--- src/rtl/instruction_fetch_unit.sv ---
// Purpose : sequential instruction fetch with a small pc+instr FIFO towards decode; redirect flushes and restarts fetch.
// Latency : a response accepted at edge N is on deq_* after edge N; at most one fetch per 2 cycles (WAIT + ACTIVE).
// Backpres: a full queue with no dequeue holds imem_pc and ignores imem_valid until room appears.
//
// Ports:
//   clk, rst                 clock; asynchronous active-low reset
//   imem_pc / imem_instr / imem_valid   instruction-memory fetch interface (this block is the requester)
//   redirect / redirect_pc   flush the queue and restart fetch at the word-aligned redirect_pc
//   deq_valid / deq_ready    head-of-queue handshake to decode
//   deq_pc / deq_instr       head entry, combinational from storage
module instruction_fetch_unit #(
    parameter logic [31:0] RESET_PC = 32'h0000_0000,
    parameter int          DEPTH    = 4
) (
    input  logic        clk,
    input  logic        rst,
    output logic [31:0] imem_pc,
    input  logic [31:0] imem_instr,
    input  logic        imem_valid,
    input  logic        redirect,
    input  logic [31:0] redirect_pc,
    output logic        deq_valid,
    input  logic        deq_ready,
    output logic [31:0] deq_instr,
    output logic [31:0] deq_pc
);

    localparam int AW = $clog2(DEPTH);
    localparam int CW = AW + 1;
    localparam logic [CW-1:0] FULL = CW'(DEPTH);

    typedef enum logic {
        S_WAIT   = 1'b0,
        S_ACTIVE = 1'b1
    } state_t;

    state_t         state;
    logic [AW-1:0]  head;
    logic [AW-1:0]  tail;
    logic [CW-1:0]  count;
    logic [31:0]    pc_q    [DEPTH];
    logic [31:0]    instr_q [DEPTH];

    logic           pop;
    logic           room;
    logic           push;
    logic [31:0]    redirect_pc_aligned;

    assign deq_valid = (count != '0);
    assign deq_pc    = pc_q[head];
    assign deq_instr = instr_q[head];

    assign pop  = deq_valid & deq_ready;
    // A full queue still has room when the head leaves in the same cycle.
    assign room = (count < FULL) | pop;
    // Redirect discards whatever response is on the bus in its cycle.
    assign push = (state == S_ACTIVE) & imem_valid & room & ~redirect;

    assign redirect_pc_aligned = redirect_pc & ~32'h3;

    always_ff @(posedge clk or negedge rst) begin
        if (!rst) begin
            imem_pc <= RESET_PC;
            state   <= S_WAIT;
            head    <= '0;
            tail    <= '0;
            count   <= '0;
            for (int i = 0; i < DEPTH; i++) begin
                pc_q[i]    <= '0;
                instr_q[i] <= '0;
            end
        end else if (redirect) begin
            // Storage contents are left in place; count=0 makes them invisible.
            imem_pc <= redirect_pc_aligned;
            state   <= S_WAIT;
            head    <= '0;
            tail    <= '0;
            count   <= '0;
        end else begin
            case (state)
                // The memory needs one cycle to respond to a new address.
                S_WAIT:   state <= S_ACTIVE;
                S_ACTIVE: begin
                    if (push) begin
                        imem_pc <= imem_pc + 32'd4;
                        state   <= S_WAIT;
                    end
                end
                default:  state <= S_WAIT;
            endcase

            if (push) begin
                pc_q[tail]    <= imem_pc;
                instr_q[tail] <= imem_instr;
                tail          <= tail + AW'(1);
            end
            if (pop) begin
                head <= head + AW'(1);
            end
            if (push && !pop) begin
                count <= count + CW'(1);
            end else if (!push && pop) begin
                count <= count - CW'(1);
            end
        end
    end

endmodule
--- config.mk ---
export PLATFORM = sky130hd
export DESIGN_NAME = instruction_fetch_unit
export DESIGN_NICKNAME = d
export VERILOG_FILES = /design/src/rtl/instruction_fetch_unit.sv
export SDC_FILE = /design/constraint.sdc
export NUM_CORES = 1
export LEC_CHECK = 0
export ABC_CLOCK_PERIOD_IN_PS = 4950
export CORE_MARGIN = 3
export CORE_UTILIZATION = 40
export DETAILED_ROUTE_END_ITERATION = 7
export SETUP_SLACK_MARGIN = 0.05
export SYNTH_ARGS = -nofsm -noshare
export SYNTH_HDL_FRONTEND = slang
export SYNTH_SLANG_ARGS = --single-unit
--- constraint.sdc ---
create_clock -name clk -period 4.95 [get_ports clk]
set_clock_uncertainty 0.2 [all_clocks]
set_input_delay 0.99 -clock clk [delete_from_list [all_inputs] [get_ports clk]]
set_output_delay 0.99 -clock clk [all_outputs]
set_load 0.01 [all_outputs]
==> results of run 1 <==
-- cell usage after synthesis, drive strengths merged, types with 9 or more instances --
library cell,number
inv,13
nor4,14
buf,49
nand2,29
nor3,9
o21ai,10
mux4,62
nor2,24
mux2,248
nor2b,10
and3,10
clkbuf,32
nand4,27
a22oi,9
nand3,32
o31ai,12
dfrtp,286
-- stage by stage --
step	std cells	hold slack, ns
CTS	1539	0.304
detailed placement	1478	0.290
floorplan	940	0.275
global route	1539	0.312
finish	1539	0.299
global placement	1478	0.284
-- power by group through the flow --
stage | sequential, W | combinational (W) | clock (W)
final | 0.00332 | 0.00269 | 0.00249
after global routing | 0.00342 | 0.00289 | 0.00266
after CTS | 0.00333 | 0.00274 | 0.00256
after detailed placement | 0.00337 | 0.00273 | 0
after global placement | 0.00335 | 0.00271 | 0
after floorplan | 0.00314 | 0.00167 | 0
-- flip-flops by register name, indices dropped and copies added (netlist names) --
register	count
state	1
count	3
pc_q	120
head	2
imem_pc	30
tail	2
instr_q	128
-- logic make-up (layout without fill, tap and decap cells) --
logic type      count (synthesis)  count (layout)  share of synthesized area (%)
mux                           311             311                           31.2
simple gates                  175             175                           7.27
buf+inv                        94             251                           3.72
flops                         286             286                           53.3
compound gates                 54              54                           3.11
fa+ha+maj                       6               6                          0.615
xor+xnor                       10              10                          0.754
other cells                     1               4                         0.0279
-- critical path, cell delays in order (launching register included) --
cell	delay (ns)
dfrtp_4	0.77
buf_4	0.38
mux4_2	0.60
clkdlybuf4s50_1	0.51
-- final timing paths --
path	startpoint	depth (start not counted)	end	slack [ns]
hold reg to reg	pc_q[46]$_DFFE_PN0P_	1	pc_q[46]$_DFFE_PN0P_	0.30
setup / recovery	head[0]$_DFFE_PN0P_	3	deq_pc[9]	1.01
max in group asynchronous	rst	2	instr_q[105]$_DFFE_PN0P_	3.12
setup reg to reg	state$_DFF_PN0_	5	instr_q[47]$_DFFE_PN0P_	2.11
hold / removal	pc_q[46]$_DFFE_PN0P_	1	pc_q[46]$_DFFE_PN0P_	0.30
min in group asynchronous	rst	1	pc_q[121]$_DFFE_PN0P_	0.40
-- per-layer routing --
layer  wire length [um]  share of wire, %  track usage [%]  up-vias
met5                  0                 0                0        -
met4                593               1.8             4.09        0
met3               1250               3.9             2.89       41
met2              15400                48             29.6      165
met1              14900                46             26.2     4429
li1                   -                 -                -     3780
-- cell type report --
type / count / area share, %
clock buffers: 54 / 6.24
clock inverters: 7 / 0.553
inverters: 13 / 0.295
multi-input cells: 560 / 35.2
flip-flops and latches: 286 / 43.4
well taps: 442 / 3.35
repair buffers: 177 / 11.0
==> flow_summary_export.csv, run 1 <==
group,metric,value,unit
outcome,outcome,"finished clean",
timing,relSlewSlack,25.9,%
finish,nets,1148,
route,vias,8415,
timing,clock.fmax,254,MHz
worst_setup_path,critPathMaxFanout,23,
grt,grt_util_all_layers,18.3,%
timing,fin_ws,1.01,ns
logic_synthesis,synth_area_leader_cell,"dfrtp_1",
clock_network,ctsHoldBuffers,0,
clock_network,cts-htree-levels,2,
finish,nFillCells,2860,
finish,final_cell_mix,"dfrtp_1, mux2_2, clkdlybuf4s50_1",
worst_hold_path,holdCritPathClass,"register to register",
power_and_ir_drop,leakagePower,7.00,nW
floorplanning,die_w,189,um
route,wl_per_cell,20.9,um
clock_network,clk_path_buf_depth,3,
clock_network,post_cts_resized,0,
floorplanning,die-area,35800,um2
finish,postLayoutCoreUtil,50.4,%
logic_synthesis,yosysWarnings,0,
timing,fin_crit,3.94,ns
finish,multi_input_area,5810,um2
logic_synthesis,synth_area_leaders,"dfrtp_1, mux2_2, mux4_2",
clock_network,cts-buffers-inserted,35,
placement,dp_hpwl,19.8,mm
logic_synthesis,synth_cell_type_count,58,
timing,final_max_slew_viol_count,0,
floorplanning,coreArea,32800,um2
logic_synthesis,syn_area,13400,um2
power_and_ir_drop,clockPowerShare,29.3,%
grt,grt_pass1_vias,8896,
floorplanning,die_height,189,um
floorplanning,initial_core_util,41.0,%
clock_network,cts_sinks,286,
logic_synthesis,syn_area_per_cell,14.3,um2
timing,finalHoldViolations,0,
placement,post_dp_cell_area,15400,um2
floorplanning,io_pins,166,
finish,finalInstanceArea,16500,um2
grt,overflow,0,
power_and_ir_drop,sw_frac_of_total,27.7,%
grt,grt_pass1_wl,51.9,mm
power_and_ir_drop,max-vdd-ir-drop,326,uV
clock_network,cts_tree,"done",
finish,seqCellArea,7160,um2
logic_synthesis,synth-seq-cells,286,
power_and_ir_drop,p_int,0.00615,W
power_and_ir_drop,p_total,0.00850,W
clock_network,clk_pin_slew,0.06,ns
route,post-route-drc-count,0,
timing,min_period_over_period,79.6,%
clock_network,post_cts_buffers,0,
worst_setup_path,critPathCaptureType,"output pin",
worst_setup_path,critPathKind,"register to output pin",
timing,worst_pin_slew,1.11,ns
timing,fin_tns_setup,0,ns
placement,gp_congestion,0.819,
logic_synthesis,ys_async_sr_fraction,100,%
power_and_ir_drop,pwr-share-comb,31.6,%
floorplanning,rows,66,
worst_setup_path,crit_required,3.76,ns
logic_synthesis,synth_cells,937,
route,postRouteAntennaNets,0,
timing,setup_violations,0,
placement,detailedPlace.worstSlack,0.815,ns
logic_synthesis,yosysSeqAreaShare,53.3,%
route,firstDrtPassIters,5,
route,drt_wl_total,32.1,mm
job,drv_cap,0,
grt,antenna_found_initial,0,
finish,drive_gt1_share,36.2,%
logic_synthesis,yosys.area.top_type_share,53.3,%
timing,rsz0062_at_grt,"no",
power_and_ir_drop,seqPwrFrac,39.1,%
clock_network,cts_root_buf,"clkbuf_16",
logic_synthesis,synth-edff-count,0,
route,drt_iter0_drc,325,
worst_setup_path,cp-start-kind,"register",
power_and_ir_drop,power.switching,0.00235,W
clock_network,insertion_delay,0.50,ns
grt,grt_start_max_net_pins,123,
worst_setup_path,arrival,2.75,ns
finish,antenna_cells,0,
finish,syn_to_final_growth,22.9,%
logic_synthesis,synth-main-ff-cell,"dfrtp_1",
finish,final_common_cell,"dfrtp_1",
route,avgViaCountPerCell,5.47,
placement,io_buffers,159,
power_and_ir_drop,powerDensity,515,nW/um2
(Power assumes the default switching activity.)
==> run 2: changes to the inputs <==
--- a/config.mk
+++ b/config.mk
@@ -5,7 +5,7 @@
 export SDC_FILE = /design/constraint.sdc
 export NUM_CORES = 1
 export LEC_CHECK = 0
-export ABC_CLOCK_PERIOD_IN_PS = 4950
+export ABC_CLOCK_PERIOD_IN_PS = 3350
 export CORE_MARGIN = 3
 export CORE_UTILIZATION = 40
 export DETAILED_ROUTE_END_ITERATION = 7
==> constraint.sdc (replaced) <==
create_clock -name clk -period 3.35 [get_ports clk]
set_clock_uncertainty 0.2 [all_clocks]
set_input_delay 0.67 -clock clk [delete_from_list [all_inputs] [get_ports clk]]
set_output_delay 0.67 -clock clk [all_outputs]
set_load 0.01 [all_outputs]
==> flow_summary_export.csv, run 2 (synthesis gave the netlist of run 1 again) <==
group,metric,value,unit
timing,relSlewSlack,38.2,%
floorplanning,initial_core_util,41.0,%
worst_setup_path,critPathKind,"register to output pin",
worst_setup_path,critPathSlowestCell,"clkdlybuf4s50_1",
placement,dp_hpwl,20.8,mm
route,wl_per_cell,20.8,um
power_and_ir_drop,p_int,0.00916,W
placement,gp_congestion,0.794,
clock_network,clk_path_buf_depth,3,
worst_hold_path,holdCritPathClass,"input port to asynchronous set/reset pin",
outcome,failed_checks,"negative hold slack",
worst_setup_path,cp-start-kind,"register",
route,postRouteAntennaNets,0,
grt,grt_util_all_layers,18.3,%
route,drt_iter0_drc,462,
power_and_ir_drop,sw_frac_of_total,27.7,%
finish,top_register,"instr_q",
finish,largest_reg_flops,128,
power_and_ir_drop,leakagePower,7.14,nW
finish,drive_gt1_share,37.7,%
worst_setup_path,path_delay_family,"buffers and inverters",
grt,grt_start_max_net_pins,93,
finish,nets,1165,
power_and_ir_drop,p_total,0.0127,W
clock_network,post_cts_buffers,0,
finish,reg.largest.list,"instr_q (128), pc_q (120), imem_pc (30)",
floorplanning,die-area,35800,um2
power_and_ir_drop,powerDensity,754,nW/um2
clock_network,cts-buffers-inserted,34,
grt,use_met1,26.0,%
route,drt_wl_total,32.3,mm
timing,fin_crit,3.21,ns
route,post-route-drc-count,0,
power_and_ir_drop,seqPwrFrac,37.7,%
grt,grt_pass1_wl,51.8,mm
floorplanning,io_pins,166,
clock_network,insertion_delay,0.51,ns
grt,antenna_found_initial,1,
timing,finalHoldWorstSlack,-0.0298,ns
timing,setup_violations,0,
clock_network,cts_sinks,286,
finish,final_cell_mix,"dfrtp_1, mux2_2, clkdlybuf4s50_1",
clock_network,cts_root_buf,"clkbuf_16",
timing,final_max_slew_viol_count,0,
worst_setup_path,cp_num_buf_inv,2,
grt,met3_usage,3.15,%
clock_network,cts_tree,"done",
floorplanning,die_w,189,um
worst_setup_path,crit_required,2.48,ns
timing,worst_pin_slew,0.927,ns
timing,finalHoldViolations,7,
timing,fin_tns_setup,0,ns
finish,final_common_cell,"dfrtp_1",
finish,syn_to_final_growth,25.1,%
power_and_ir_drop,pwr-share-comb,33.1,%
timing,rsz0062_at_grt,"yes",
clock_network,cts-htree-levels,2,
route,avgViaCountPerCell,5.45,
route,vias,8484,
finish,nFillCells,2819,
route,firstDrtPassIters,5,
grt,grt_pass1_vias,8890,
worst_setup_path,critPathMaxFanout,22,
job,drv_cap,0,
timing,clock.fmax,312,MHz
worst_setup_path,cp_cell_sequence,"buf_12 > mux4_2 > clkdlybuf4s50_1",
power_and_ir_drop,power.switching,0.00352,W
worst_setup_path,crit_path_max_incr_delay,0.55,ns
floorplanning,coreArea,32800,um2
placement,io_buffers,159,
grt,overflow,0,
floorplanning,rows,66,
timing,min_period_over_period,95.8,%
power_and_ir_drop,max-vdd-ir-drop,405,uV
outcome,outcome,"complete, but fails checks",
worst_setup_path,arrival,2.34,ns
grt,busiest_layer,"met2",
clock_network,clk_pin_slew,0.06,ns
floorplanning,die_height,189,um
worst_setup_path,critPathCaptureType,"output pin",
power_and_ir_drop,clockPowerShare,29.2,%
grt,grt_util_met2,29.5,%
-- run 2: changes by cell type in the layout (fill, tap and decap cells not counted) --
cell and change:
buf_12 +8, buf_4 +8, clkbuf_1 -5, clkbuf_8 +4, buf_16 +2, bufinv_16 -1, clkinv_2 +1, clkinv_4 +1
clkinvlp_4 +1, diode_2 +1, inv_8 -1
-- run 2: worst paths after layout --
kind                                         start                       to  slack [ns]  cells after the start
max                            head[0]$_DFFE_PN0P_                deq_pc[9]        0.14                      3
min                                            rst     pc_q[91]$_DFFE_PN0P_       -0.03                      1
max reg2reg                   count[1]$_DFFE_PN0P_     count[1]$_DFFE_PN0P_        0.98                      5
min reg2reg                instr_q[39]$_DFFE_PN0P_  instr_q[39]$_DFFE_PN0P_        0.30                      1
max in group asynchronous                      rst  instr_q[55]$_DFFE_PN0P_        2.17                      2
min in group clk           instr_q[39]$_DFFE_PN0P_  instr_q[39]$_DFFE_PN0P_        0.30                      1
-- run 2: timing repair --
item,4_1_cts,5_1_grt
setup endpoints to repair,13,21
hold buffers,0,0
resized for setup,1,1
gates cloned,1,0
-- run 2: cell type report --
class	count	area, um2	share of cell area (%)
inverters	13	48.8	0.290
clock inverters	8	71.3	0.424
well taps	442	553	3.29
multi-input cells	560	5810	34.6
clock buffers	53	1070	6.34
diodes	1	2.50	0.0149
flip-flops and latches	286	7160	42.6
repair buffers	195	2090	12.4
-- run 2: power groups by stage --
stage	Combinational, W	Clock (W)	Sequential, W
3_3_place_gp	0.00418	0	0.00480
2_1_floorplan	0.00247	0	0.00464
3_5_place_dp	0.00422	0	0.00483
6_report	0.00419	0.00370	0.00478
4_1_cts	0.00429	0.00380	0.00478
5_1_grt	0.00452	0.00395	0.00490
-- run 2: routing by layer --
layer	share of wire, %	vias to the layer above
met4	1.8	0
met1	46	4442
met2	48	192
met3	4.4	41
met5	0	-
li1	-	3809
-- run 2: metrics by stage --
| step | cell area, um2 | util (%) | std cells | setup slack, ns | hold slack, ns |
|---|---|---|---|---|---|
| floorplan | 13400 | - | 940 | 0.498 | 0.174 |
| global placement | 15600 | 47.7 | 1495 | 0.338 | 0.283 |
| detailed placement | 15600 | 47.7 | 1495 | 0.326 | 0.291 |
| CTS | 16800 | 51.3 | 1557 | 0.0545 | 0.0145 |
| global route | 16800 | 51.3 | 1558 | 0.0277 | 0.0346 |
| finish | 16800 | 51.3 | 1558 | 0.142 | -0.0298 |
